File: src/rtl/rst_pkg.sv
// Shared definitions for the reset sequencer: FSM encoding and a width helper.
package rst_pkg;

    typedef enum logic [1:0] {
        HOLD    = 2'd0,
        STRETCH = 2'd1,
        RELEASE = 2'd2,
        RUN     = 2'd3
    } rst_state_e;

    function automatic int unsigned max_u(input int unsigned a, input int unsigned b);
        return (a > b) ? a : b;
    endfunction

endpackage

File: src/rtl/rst_sync_chain.sv
// Plain N-flop reset synchroniser: async assert, release after NUM_STAGES CLK edges.
module rst_sync_chain #(
    parameter int unsigned NUM_STAGES = 2
) (
    input  logic CLK,
    input  logic RST,
    output logic sync_n
);

    logic [NUM_STAGES-1:0] chain_q;

    always_ff @(posedge CLK or negedge RST) begin
        if (!RST) begin
            chain_q <= '0;
        end else begin
            chain_q <= {chain_q[NUM_STAGES-2:0], 1'b1};
        end
    end

    assign sync_n = chain_q[NUM_STAGES-1];

endmodule

File: src/rtl/rst_sync_seq.sv
// Reset synchroniser plus sequencer: stretches reset, then releases channels in index order.
module rst_sync_seq
    import rst_pkg::*;
#(
    parameter int unsigned NUM_STAGES     = 2,
    parameter int unsigned NUM_CH         = 3,
    parameter int unsigned STRETCH_CYCLES = 8,
    parameter int unsigned GAP_CYCLES     = 4
) (
    input  logic              CLK,
    input  logic              RST,
    input  logic              SW_RST_REQ,
    output logic [NUM_CH-1:0] Sync_RST,
    output logic              RST_DONE
);

    localparam int unsigned CNT_W = $clog2(max_u(STRETCH_CYCLES, GAP_CYCLES) + 1);
    localparam int unsigned CH_W  = max_u(1, $clog2(NUM_CH));

    localparam logic [CNT_W-1:0] STRETCH_LOAD = CNT_W'(STRETCH_CYCLES - 1);
    localparam logic [CNT_W-1:0] GAP_LOAD     = CNT_W'(GAP_CYCLES - 1);
    localparam logic [CH_W-1:0]  LAST_CH      = CH_W'(NUM_CH - 1);

    logic sync_n;

    rst_state_e        state_q, state_d;
    logic [CNT_W-1:0]  cnt_q, cnt_d;
    logic [CH_W-1:0]   ch_idx_q, ch_idx_d;
    logic [NUM_CH-1:0] rst_q, rst_d;
    logic              done_q, done_d;
    logic              sw_restart;

    rst_sync_chain #(
        .NUM_STAGES(NUM_STAGES)
    ) u_chain (
        .CLK    (CLK),
        .RST    (RST),
        .sync_n (sync_n)
    );

    // Software request is honoured only once the synchroniser has released.
    assign sw_restart = SW_RST_REQ && (state_q != HOLD);

    always_ff @(posedge CLK or negedge RST) begin
        if (!RST) begin
            state_q  <= HOLD;
            cnt_q    <= '0;
            ch_idx_q <= '0;
            rst_q    <= '0;
            done_q   <= 1'b0;
        end else begin
            state_q  <= state_d;
            cnt_q    <= cnt_d;
            ch_idx_q <= ch_idx_d;
            rst_q    <= rst_d;
            done_q   <= done_d;
        end
    end

    always_comb begin
        state_d  = state_q;
        cnt_d    = cnt_q;
        ch_idx_d = ch_idx_q;
        unique case (state_q)
            HOLD: begin
                if (sync_n) begin
                    state_d = STRETCH;
                    cnt_d   = STRETCH_LOAD;
                end
            end
            STRETCH: begin
                if (cnt_q == '0) begin
                    ch_idx_d = CH_W'(1);
                    if (NUM_CH == 1) begin
                        state_d = RUN;
                    end else begin
                        state_d = RELEASE;
                        cnt_d   = GAP_LOAD;
                    end
                end else begin
                    cnt_d = cnt_q - 1'b1;
                end
            end
            RELEASE: begin
                if (cnt_q == '0) begin
                    if (ch_idx_q == LAST_CH) begin
                        state_d = RUN;
                    end else begin
                        ch_idx_d = ch_idx_q + 1'b1;
                        cnt_d    = GAP_LOAD;
                    end
                end else begin
                    cnt_d = cnt_q - 1'b1;
                end
            end
            RUN: begin
                state_d = RUN;
            end
        endcase
        if (sw_restart) begin
            state_d  = STRETCH;
            cnt_d    = STRETCH_LOAD;
            ch_idx_d = CH_W'(1);
        end
    end

    always_comb begin
        rst_d  = rst_q;
        done_d = done_q;
        if (state_q == STRETCH && cnt_q == '0) begin
            rst_d[0] = 1'b1;
            done_d   = (NUM_CH == 1);
        end else if (state_q == RELEASE && cnt_q == '0) begin
            for (int i = 0; i < NUM_CH; i++) begin
                if (ch_idx_q == CH_W'(i)) begin
                    rst_d[i] = 1'b1;
                end
            end
            done_d = (ch_idx_q == LAST_CH);
        end
        if (sw_restart) begin
            rst_d  = '0;
            done_d = 1'b0;
        end
    end

    assign Sync_RST = rst_q;
    assign RST_DONE = done_q;

endmodule

File: config.mk
export PLATFORM = sky130hd
export DESIGN_NAME = rst_sync_seq
export DESIGN_NICKNAME = d
export VERILOG_FILES = /design/src/rtl/rst_pkg.sv /design/src/rtl/rst_sync_chain.sv /design/src/rtl/rst_sync_seq.sv
export SDC_FILE = /design/constraint.sdc
export NUM_CORES = 1
export LEC_CHECK = 0
export CAP_MARGIN = 20
export CORE_MARGIN = 8
export CORE_UTILIZATION = 36
export DETAILED_ROUTE_END_ITERATION = 12
export GPL_TIMING_DRIVEN = 0
export PLACE_DENSITY_LB_ADDON = 0.05
export SLEW_MARGIN = 15
export SYNTH_ARGS = -nofsm -noshare
export SYNTH_HDL_FRONTEND = slang
export SYNTH_HIERARCHICAL = 1
export SYNTH_SLANG_ARGS = --single-unit
File: constraint.sdc
create_clock -name CLK -period 2.55 [get_ports CLK]
set_clock_uncertainty 0.2 [all_clocks]
set_input_delay 0.255 -clock CLK [delete_from_list [all_inputs] [get_ports CLK]]
set_output_delay 0.255 -clock CLK [all_outputs]
set_load 0.1 [all_outputs]
Yosys cells after proc, flatten, opt, wreduce, memory -nomap -nowiden
Cells that the tools add are included.
{"block": "op_classes", "addsub": 2, "n_mux": 27, "eq_ne": 12, "n_reduce_logical": 20}
{"operator": "2-bit two-way mux", "count": 10}
{"operator": "4-bit two-way mux", "count": 5}
{"operator": "3-bit inequality test, second input constant", "count": 4}
{"operator": "4-bit case mux with 3 select lines", "count": 1}
{"operator": "3-bit AND reduction", "count": 3}
{"operator": "3-bit nonzero test", "count": 3}
{"operator": "2-bit case mux with 4 select lines", "count": 1}
{"operator": "4-bit AND reduction", "count": 2}
{"operator": "2-bit nonzero test", "count": 4}
{"operator": "1-bit two-way mux", "count": 7}
{"operator": "2-bit == test, second input constant", "count": 3}
{"operator": "3-bit two-way mux", "count": 2}
{"operator": "2-bit by 1-bit == test with 1-bit output, second input constant", "count": 2}
{"operator": "2-bit zero test", "count": 2}
{"operator": "4-bit zero test", "count": 1}
{"operator": "4-bit inequality test, second input constant", "count": 1}
{"operator": "2-bit case mux with 2 select lines", "count": 1}
{"operator": "4-bit nonzero test", "count": 1}
{"operator": "4-bit by 1-bit subtractor with 4-bit output, second input constant", "count": 1}
{"operator": "1-bit logical AND", "count": 3}
{"operator": "3-bit by 2-bit inequality test with 1-bit output, second input constant", "count": 1}
{"operator": "2-bit by 1-bit adder with 2-bit output, second input constant", "count": 1}
{"operator": "2-bit inequality test, second input constant", "count": 1}
{"operator": "2-bit AND reduction", "count": 1}
{"block": "word_totals", "out_inout_bits": 4, "word_cells": 69, "inputBits": 3, "regBits": 14}

Depth between registers and ports, before layout
Gate-level depths: netlist (run 1).
{"block": "logic_depth", "ltp_word": 5, "ltp_mapped": 7, "mapped_depth_nobuf": 6}

Cells and area by module
Netlist (run 1), hierarchy kept.
{"module": "rst_sync_seq", "seq_area_each_um2": 300.3, "area_each_um2": 809.5, "instances": 1, "cells_each": 89}
{"module": "rst_sync_chain", "seq_area_each_um2": 50.0, "area_each_um2": 53.8, "instances": 1, "cells_each": 3}

Worst setup path before layout (run 1)
No wires, ideal clock.
{"block": "synth_path", "path_kind": "flip-flop to flip-flop", "startpoint": "register state_q[0]", "endpoint": "register cnt_q[3]", "slack_ns": 0.610, "path_buffers": 1, "arrival_time_ns": 1.676, "period_less_slack_ns": 1.940, "path_stages_with_launch": 8, "setup_ns": 0.064, "required_ns": 2.286, "cell_sequence": "dfrtp_1 inv_1 ha_1 nor2b_1 buf_6 or4b_4 nor3_2 a21o_1"}
{"block": "synth_via", "elab_chain_cells": 4, "word_cells_on_any_way": 11, "cone_classes": "4 x eq/ne; 2 x mux; 5 x reduce/logical"}
{"item": "start, declared", "line": "rst_sync_seq.sv:26", "rtl": "rst_state_e state_q, state_d;"}
{"item": "start signal, assigned", "line": "rst_sync_seq.sv:52", "rtl": "state_q <= state_d;"}
{"item": "2-bit nonzero test", "line": "rst_sync_seq.sv:42", "rtl": "assign sw_restart = SW_RST_REQ && (state_q != HOLD);"}
{"item": "1-bit logical AND", "line": "rst_sync_seq.sv:42"}
{"item": "4-bit inequality test (no line) (tied with other cells)"}
{"item": "3-bit AND reduction (no line)"}
{"item": "end signal, assigned", "line": "rst_sync_seq.sv:53", "rtl": "cnt_q <= cnt_d;"}
{"item": "end, declared", "line": "rst_sync_seq.sv:27", "rtl": "logic [CNT_W-1:0] cnt_q, cnt_d;"}
Parallel ways exist; a longest one is shown, timed or not.
A chain may end at the register's enable or synchronous reset.

Worst setup path in the final report (run 1)
{"block": "layout_path", "startpoint": "register done_q, in the netlist RST_DONE", "endpoint": "output RST_DONE"}
{"item": "start, declared", "line": "rst_sync_seq.sv:30", "rtl": "logic done_q, done_d;"}
{"item": "start signal, assigned", "line": "rst_sync_seq.sv:56", "rtl": "done_q <= done_d;"}
{"item": "end, declared", "line": "rst_sync_seq.sv:14", "rtl": "output logic RST_DONE"}
No word-level cell between the ends.

==> metrics.yaml, run 1 <==
route:
  avgRoutedWirePerCell_um: 13.0
  routed_wl_mm: 1.69
  ant_nets: 0
  drt-initial-drc-count: 13
  firstDrtPassIters: 3
  vias: 645
  drc: 0
  drt-vias-per-instance: 4.96
clocking:
  path_clk_slew_ns: 0.09
  ctsResizeCount: 0
  htreeDepth: 1
  cts-root-buf: "clkbuf_4"
  clock-sinks: 14
  cts_tree: "done"
  cts_buffers: 3
  postCtsHoldBufs: 0
  worstSkewPairLatency_ns: 0.28
  post_cts_buffers: 0
  clk_path_buf_depth: 2
worst_setup_path:
  crit_buf_inv: 1
  cpPeakStageDelay_ns: 1.14
  critical_path_required_ns: 2.10
  worstSetupPathDepth: 1
  path_delay_family: "buffers and inverters"
  arrival_ns: 1.81
  cp_slowest_cell: "clkdlybuf4s50_1"
  critPathCaptureType: "output port"
  crit_chain: "clkdlybuf4s50_1"
  critPathMaxFanout: 3
  path_class: "reg -> out"
  rr_worst_depth: 6
  critPathLaunchType: "flip-flop"
global_route:
  grt_pass1_wl_mm: 3.06
  antenna_found_initial: 0
  grt_max_degree: 15
  grt_pass1_vias: 691
  groute.usage.overall_pct: 9.09
  grt-ovfl-total: 0
timing:
  min_period_over_period_pct: 88.8
  hold_viol_final: 0
  max_freq_mhz: 442
  relSlewSlack_pct: 35.3
  fin_tns_setup_ns: 0
  period_minus_slack_ns: 2.26
  setup_viol: 0
  drv_slew: 0
  worstMarginPinSlew_ns: 0.967
  rsz0062_at_grt: "no"
pwr:
  p_per_area_nw_per_um2: 881
  p_leak_nw: 0.458
  ir_drop_v: 0.000406
floorplanning:
  ios: 7
  die_h_um: 65.0
  dieArea_sq_um: 4220
  num_rows: 17
  start_util_pct: 38.7
  die_x_um: 65.0
  core_area_sq_um: 2230
place:
  place.gp.congestion: 0.795
  portBuffers: 6
  hpwl_mm: 1.27
  placed_cells: 126
logic_synthesis:
  synthTopCellsByArea: "dfrtp_1 (41%), ha_1 (12%), nor2_1 (4.8%), nand2_1 (3.5%), inv_1 (3.0%)"
  synth_top_area_cell: "dfrtp_1"
  ys_seq_area_share_pct: 40.6
  synth_top_area_share_pct: 40.6
  synth_common_cells: "dfrtp_1 (14), nor2_1 (11), ha_1 (8), nand2_1 (8), inv_1 (7)"
  syn_nets: 103
  synth.most_common_cell: "dfrtp_1"
  ys_warn_count: 6
  yosys_most_used_dff: "dfrtp_1"
  ys_seq_elements: 14
  async_flop_share_pct: 100
  synth_cells: 92
  netlist_area_sq_um: 863
  yosysUniqueCellTypes: 33
  synth_edf_count: 0
  syn_avg_cell_area_sq_um: 9.38
layout:
  n_fill_cell: 228
  fin_nets: 114
  n_antenna_cell: 0
  stdcell_count: 130
  layout-drive-gt1-share_pct: 12.7
  areaGrowthSynthToFinish_pct: 15.2
job:
  cap_viol_max_count: 0
status:
  status: "finished, final reports clean"
worst_hold_path:
  min_path_cells: 0
  holdCritPathClass: "reg -> reg"
-- registers in the layout, summed over array words and instances, names as in the netlist --
name,cells
RST_DONE,1
Sync_RST,3
ch_idx_q,2
cnt_q,4
state_q,2
u_chain/chain_q,2
-- kinds of logic (layout without fill, tap and decap cells) --
| group | count (synthesis) | count (layout) | share of synthesized area (%) |
|---|---|---|---|
| AND/OR/NAND/NOR | 37 | 37 | 23.3 |
| AO/OA/AOI/OAI | 22 | 22 | 18.0 |
| flip-flops | 14 | 14 | 40.6 |
| buffers and inverters | 9 | 19 | 4.93 |
| adder cells (fa/ha/maj) | 8 | 8 | 11.6 |
| other | 1 | 1 | 0.434 |
| multiplexers | 1 | 1 | 1.16 |
-- path summary, 6_finish.rpt --
kind,startpoint,to,slack (ns)
setup / recovery,RST_DONE$_DFFE_PN0P_,RST_DONE,0.29
hold / removal,u_chain/chain_q[0]$_DFF_PN0_,u_chain/chain_q[1]$_DFF_PN0_,0.16
setup reg to reg,state_q[1]$_DFFE_PN0P_,cnt_q[3]$_DFFE_PN0P_,0.45
hold reg to reg,u_chain/chain_q[0]$_DFF_PN0_,u_chain/chain_q[1]$_DFF_PN0_,0.16
max in group asynchronous,RST,ch_idx_q[1]$_DFFE_PN0P_,1.57
min in group asynchronous,RST,cnt_q[2]$_DFFE_PN0P_,0.17
-- placed cells by master, fill, tap and decap left out, drive strengths merged, types with 6 or more instances in the layout --
master and instances:
dfrtp 14, ha 8, clkdlybuf4s50 6, nor2 11, inv 7, nand2 8
-- layout make-up --
cell class                      count  area [sq um]  area share (%)
Sequential cell                    14           350            35.2
Buffer                              2          16.3            1.64
Multi-Input combinational cell     69           470            47.3
Tap cell                           28          35.0            3.52
Clock buffer                        4          36.3            3.65
Inverter                            7          26.3            2.64
Timing Repair Buffer                6          60.1            6.04
-- layer usage --
layer | global-route usage [%] | up-vias | wire length, um
li1 | - | 334 | -
met1 | 10.6 | 300 | 828
met3 | 3.78 | 4 | 69
met2 | 14.7 | 7 | 773
met5 | 0 | - | 0
met4 | 3.27 | 0 | 19
-- through the flow --
| step | utilization (%) | worst slack, ns | total power [mW] | hold slack (ns) | cell area (sq um) |
|---|---|---|---|---|---|
| after floorplan | - | 0.610 | 0.629 | -0.241 | 863 |
| after global placement | 42.9 | 0.455 | 0.713 | 0.135 | 958 |
| after detailed placement | 42.9 | 0.453 | 0.715 | 0.140 | 958 |
| after CTS | 44.5 | 0.271 | 0.886 | 0.163 | 995 |
| after global routing | 44.5 | 0.236 | 0.953 | 0.177 | 995 |
| final | 44.5 | 0.285 | 0.876 | 0.159 | 995 |
-- power breakdown --
| part | internal, mW | total (mW) | switching [mW] | leakage, nW |
|---|---|---|---|---|
| Sequential | 0.257 | 0.293 | 0.0361 | 0.169 |
| Combinational | 0.189 | 0.420 | 0.231 | 0.268 |
| Clock | 0.0869 | 0.163 | 0.0763 | 0.0210 |
| Total | 0.533 | 0.876 | 0.343 | 0.458 |
Note: power is estimated with default switching activity, not from simulation.
==> inputs of run 2 (changes only) <==
==> constraint.sdc (replaced) <==
create_clock -name CLK -period 1.8 [get_ports CLK]
set_clock_uncertainty 0.2 [all_clocks]
set_input_delay 0.18 -clock CLK [delete_from_list [all_inputs] [get_ports CLK]]
set_output_delay 0.18 -clock CLK [all_outputs]
set_load 0.1 [all_outputs]
==> run 2 against run 1 <==
Routed wire length increased by 19%. Global-route usage increased by 1.3 points. Largest cell class unchanged. Utilization increased by 8.9 points.
==> metrics.yaml, run 2 (synthesis gave the netlist of run 1 again) <==
worst_setup_path:
  crit_path_start: "cnt_q[1]$_DFFE_PN0P_"
  cp_slowest_cell: "dfrtp_1"
  rr_worst_depth: 4  # -2
  r2r_end: "cnt_q[3]$_DFFE_PN0P_"
  r2r_setup_slack_ns: 0.04  # -0.41 ns
  path_class: "reg -> reg"
  critPathCaptureType: "flip-flop"
  cpPeakStageDelay_ns: 0.40  # -0.74 ns
  cp-endpoint: "cnt_q[3]$_DFFE_PN0P_"
  path_delay_family: "compound AO/OA/AOI/OAI gates"
  critPathMaxFanout: 2  # -1
  critical_path_required_ns: 1.78  # -0.32 ns
  critPathLaunchType: "flip-flop"
  crit_buf_inv: 1  # unchanged
  worstSetupPathDepth: 4  # +3
  crit_chain: "buf_4, or3_4, a311o_2, a21o_1"
  reg2reg_from: "cnt_q[1]$_DFFE_PN0P_"
  arrival_ns: 1.74  # -0.07 ns
route:
  drt-initial-drc-count: 26  # +13
  ant_nets: 0  # unchanged
  firstDrtPassIters: 2  # -1
  drt-vias-per-instance: 5.12  # +3.2%
  drc: 0  # unchanged
  avgRoutedWirePerCell_um: 14.1  # +8.5%
  routed_wl_mm: 2.01  # +19%
  vias: 727  # +13%
global_route:
  groute.usage.overall_pct: 10.4  # +1.3 points
  grt_max_degree: 15  # unchanged
  grt_pass1_wl_mm: 3.48  # +14%
  grt_pass1_vias: 773  # +12%
  grt-ovfl-total: 0  # unchanged
  antenna_found_initial: 0  # unchanged
timing:
  period_minus_slack_ns: 1.76
  fin_tns_setup_ns: 0  # unchanged
  hold_ws_ns: 0.0910  # -0.0678 ns
  max_freq_mhz: 567
  worst_slack_ns: 0.0375  # -0.248 ns
  worstMarginPinSlew_ns: 0.658  # -0.309 ns
  relSlewSlack_pct: 56.0  # +21 points
  rsz0062_at_grt: "yes"
  setup_viol: 0  # unchanged
  hold_viol_final: 0  # unchanged
  drv_slew: 0  # unchanged
  min_period_over_period_pct: 97.9
clocking:
  clock-sinks: 14  # unchanged
  htreeDepth: 1  # unchanged
  postCtsHoldBufs: 0  # unchanged
  path_clk_slew_ns: 0.09  # about the same
  cts_buffers: 3  # unchanged
  clk_path_buf_depth: 2  # unchanged
  cts_tree: "done"
  cts-root-buf: "clkbuf_4"
  worstSkewPairLatency_ns: 0.28  # about the same
place:
  place.gp.congestion: 0.791  # -0.45%
  dp_slack_ns: -0.220  # -0.673 ns
  hpwl_mm: 1.30  # +2.6%
  portBuffers: 6  # unchanged
layout:
  fin_nets: 126  # +11%
  ff_latch_area_sq_um: 350  # unchanged
  n_antenna_cell: 0  # unchanged
  layout-drive-gt1-share_pct: 40.4  # +28 points
  final_common_cell: "dfrtp_1"
  regMostFlops: "cnt_q"
  areaGrowthSynthToFinish_pct: 38.1
  n_fill_cell: 210  # -7.9%
  multi_input_area_sq_um: 563  # +20%
  largest_register_ffs: 4  # unchanged
  layout_common_cells: "dfrtp_1 (14), buf_4 (11), nor2_1 (10), nand2_1 (7), ha_1 (5)"
  utilization_pct: 53.4  # +8.9 points
floorplanning:
  die_h_um: 65.0  # unchanged
  num_rows: 17  # unchanged
  dieArea_sq_um: 4220  # unchanged
  core_area_sq_um: 2230  # unchanged
  start_util_pct: 38.7  # unchanged
  die_x_um: 65.0  # unchanged
  ios: 7  # unchanged
pwr:
  p_per_area_nw_per_um2: 1290  # +47%
  p_leak_nw: 0.531  # +16%
  ir_drop_v: 0.000720  # +77%
worst_hold_path:
  holdCritPathClass: "in -> async"
status:
  status: "finished, final reports clean"
job:
  cap_viol_max_count: 0  # unchanged
[run 2: cell types whose count changed in the layout (fill, tap and decap cells not counted), moves of 4 or more]
| cell | before | now |
|---|---|---|
| buf_4 | 0 | 11 |
| clkdlybuf4s15_2 | 0 | 4 |
| clkdlybuf4s50_1 | 6 | 2 |
| inv_1 | 7 | 3 |
| inv_2 | 0 | 4 |
[run 2: worst min-delay path by stage]
stage	to	startpoint	cells past startpoint	slack (ns)
5_1_grt	cnt_q[3]$_DFFE_PN0P_	RST	1	0.17
2_1_floorplan	RST_DONE$_DFFE_PN0P_	RST	0	-0.32
3_5_place_dp	u_chain/chain_q[1]$_DFF_PN0_	u_chain/chain_q[0]$_DFF_PN0_	0	0.14
6_report	cnt_q[0]$_DFFE_PN0P_	RST	1	0.09
4_1_cts	cnt_q[0]$_DFFE_PN0P_	RST	1	0.11
3_3_place_gp	u_chain/chain_q[1]$_DFF_PN0_	u_chain/chain_q[0]$_DFF_PN0_	0	0.13
[run 2: final cells by class]
type                       instances  share of cell area, %
inverter                           7                   2.20
clock buffer                       4                   3.04
timing repair buffer              19                   14.3
sequential                        14                   29.4
tap                               28                   2.94
multi-input combinational         69                   47.2
buffer                             1                  0.944
[run 2: per-stage QoR]
stage	total power, mW	cell area [sq um]	std cells
finish	1.54	1190	142
global route	1.68	1190	142
CTS	1.48	1140	139
detailed placement	1.03	968	126
global placement	1.03	968	126
floorplan	0.909	873	92
[run 2: timing repair]
item,in CTS,in global routing
gates resized for setup,31,9
setup buffers,10,3
setup endpoints to repair,13,7
pin swaps,4,9
[run 2: routing by layer]
metal / track usage [%] / wire [um] / part of all wire (%) / up-vias
met5: 0 / 0 / 0 / -
met4: 5.45 / 29 / 1.4 / 0
met3: 2.75 / 50 / 2.5 / 5
met2: 17.5 / 1030 / 51 / 8
met1: 11.9 / 898 / 45 / 351
li1: - / - / - / 363
[run 2: power breakdown]
group | total, mW | switching [mW] | internal, mW | leakage (nW)
combinational | 0.899 | 0.421 | 0.479 | 0.341
clock | 0.233 | 0.110 | 0.123 | 0.0210
sequential | 0.411 | 0.0472 | 0.364 | 0.169
==> inputs of run 3 (changes only) <==
--- a/config.mk
+++ b/config.mk
@@ -11,6 +11,7 @@
 export DETAILED_ROUTE_END_ITERATION = 12
 export GPL_TIMING_DRIVEN = 0
 export PLACE_DENSITY_LB_ADDON = 0.05
+export SKIP_LAST_GASP = 1
 export SLEW_MARGIN = 15
 export SYNTH_ARGS = -nofsm -noshare
 export SYNTH_HDL_FRONTEND = slang
==> run 3 against run 2 <==
Clock power hardly changed. Register-to-register slack hardly changed. Critical path depth is 3 higher. Highest routed layer unchanged. Final area is 2.0% higher. Largest cell class unchanged. Power is 2.3% higher. Count of clock-buffer cells in the layout stayed put.
==> metrics.yaml, run 3 (synthesis gave the netlist of run 1 again) <==
status:
  status: "finished, final reports clean"
route:
  avgRoutedWirePerCell_um: 14.3  # +1.3%
  routed_wl_mm: 2.06  # +2.7%
  drc: 0  # unchanged
  drt-vias-per-instance: 5.10  # -0.44%
  ant_nets: 0  # unchanged
  drt-initial-drc-count: 25  # -3.8%
  firstDrtPassIters: 4  # +2
  vias: 734  # +0.96%
place:
  placed_cells: 126  # unchanged
  place.gp.congestion: 0.791  # unchanged
  hpwl_mm: 1.30  # unchanged
  portBuffers: 6  # unchanged
pwr:
  ir_drop_v: 0.000710  # -1.4%
  power_mw: 1.58  # +2.3%
  p_per_area_nw_per_um2: 1300  # +0.29%
  p_leak_nw: 0.544  # +2.4%
floorplanning:
  die_h_um: 65.0  # unchanged
  start_util_pct: 38.7  # unchanged
  dieArea_sq_um: 4220  # unchanged
  core_area_sq_um: 2230  # unchanged
  die_x_um: 65.0  # unchanged
  num_rows: 17  # unchanged
  ios: 7  # unchanged
clocking:
  cts_tree: "done"
  clk_path_buf_depth: 2  # unchanged
  htreeDepth: 1  # unchanged
  clock-sinks: 14  # unchanged
  path_clk_slew_ns: 0.09  # about the same
  cts-root-buf: "clkbuf_4"
  worstSkewPairLatency_ns: 0.29  # about the same
  cts_buffers: 3  # unchanged
worst_setup_path:
  critPathCaptureType: "flip-flop"
  critPathMaxFanout: 7  # +5
  arrival_ns: 1.73  # about the same
  path_class: "reg -> reg"
  critical_path_required_ns: 1.78  # about the same
  critPathLaunchType: "flip-flop"
  r2r_setup_slack_ns: 0.05  # about the same
layout:
  n_fill_cell: 207  # -1.4%
  multi_input_area_sq_um: 563  # unchanged
  final_common_cell: "dfrtp_1"
  ff_latch_area_sq_um: 350  # unchanged
  stdcell_count: 144  # +1.4%
  regMostFlops: "cnt_q"
  largest_register_ffs: 4  # unchanged
  layout_common_cells: "dfrtp_1 (14), buf_4 (13), nor2_1 (10), nand2_1 (7), ha_1 (5)"
  n_antenna_cell: 0  # unchanged
  fin_nets: 128  # +1.6%
  areaGrowthSynthToFinish_pct: 40.9
  layout-drive-gt1-share_pct: 41.4  # +1.0 points
timing:
  min_period_over_period_pct: 97.2  # -0.74 points
  drv_slew: 0  # unchanged
  worstMarginPinSlew_ns: 0.646  # -0.0119 ns
  hold_ws_ns: 0.0837  # -0.00731 ns
  fin_tns_setup_ns: 0  # unchanged
  relSlewSlack_pct: 56.8  # +0.80 points
  rsz0062_at_grt: "yes"
  hold_viol_final: 0  # unchanged
  setup_viol: 0  # unchanged
  max_freq_mhz: 572  # +0.76%
  period_minus_slack_ns: 1.75  # -0.0134 ns
global_route:
  antenna_found_initial: 0  # unchanged
  groute.usage.overall_pct: 10.6  # +0.14 points
  grt_pass1_wl_mm: 3.52  # +1.2%
  grt_max_degree: 15  # unchanged
  grt-ovfl-total: 0  # unchanged
  grt_pass1_vias: 764  # -1.2%
worst_hold_path:
  holdCritPathClass: "in -> async"
job:
  cap_viol_max_count: 0  # unchanged
-- run 3: cell types whose count changed in the layout (fill, tap and decap cells not counted) --
cell,change
buf_4,+2
buf_12,+1
buf_6,-1
-- run 3: power by group --
part	switching [mW]	internal (mW)	leakage [nW]
clock network	0.111	0.123	0.0210
logic	0.436	0.499	0.354
registers	0.0453	0.364	0.169
total	0.592	0.987	0.544
-- run 3: cell type report --
cell class                 instances  area share [%]
buffer                             1           0.926
inverter                           7            2.16
sequential                        14            28.8
multi-input combinational         69            46.3
tap                               28            2.88
clock buffer                       4            2.98
timing repair buffer              21            15.9
-- run 3: final timing paths --
| check | start | endpoint | depth (start not counted) |
|---|---|---|---|
| min | RST | cnt_q[0]$_DFFE_PN0P_ | 1 |
| max in group asynchronous | RST | state_q[0]$_DFFE_PN0P_ | 1 |
| max | state_q[1]$_DFFE_PN0P_ | ch_idx_q[1]$_DFFE_PN0P_ | 7 |
| max reg2reg | state_q[1]$_DFFE_PN0P_ | ch_idx_q[1]$_DFFE_PN0P_ | 7 |
| min reg2reg | u_chain/chain_q[0]$_DFF_PN0_ | u_chain/chain_q[1]$_DFF_PN0_ | 0 |
| min in group CLK | u_chain/chain_q[0]$_DFF_PN0_ | u_chain/chain_q[1]$_DFF_PN0_ | 0 |
-- run 3: timing repair --
action,CTS,global route
hold buffers,0,0
endpoints found under the hold margin,0,0
gates cloned,0,0
buffers inserted,10,5
resized for setup,30,9
pin swaps,4,8
setup endpoints to repair,13,6
-- run 3: routing by layer --
layer	global-route usage, %	routed length [um]	up-vias
met5	0	0	-
met4	4.90	23	0
met3	2.75	56	4
met2	17.9	1040	10
met1	12.2	939	352
li1	-	-	368
-- run 3: through the flow --
stage | setup WS (ns) | cell area, sq um | util, %
detailed placement | -0.220 | 968 | 43.4
finish | 0.0508 | 1220 | 54.5
global placement | -0.188 | 968 | 43.4
global route | -0.0236 | 1220 | 54.5
CTS | -0.000604 | 1140 | 50.9
floorplan | -0.0356 | 873 | -
-- run 3: worst max-delay path, cell delays in order, from the launching register on --
cell and delay, ns:
dfrtp_1 0.40, buf_4 0.15, ha_2 0.18, buf_6 0.13
nor2_2 0.13, nor2_1 0.07, a22o_1 0.21, a22o_1 0.18
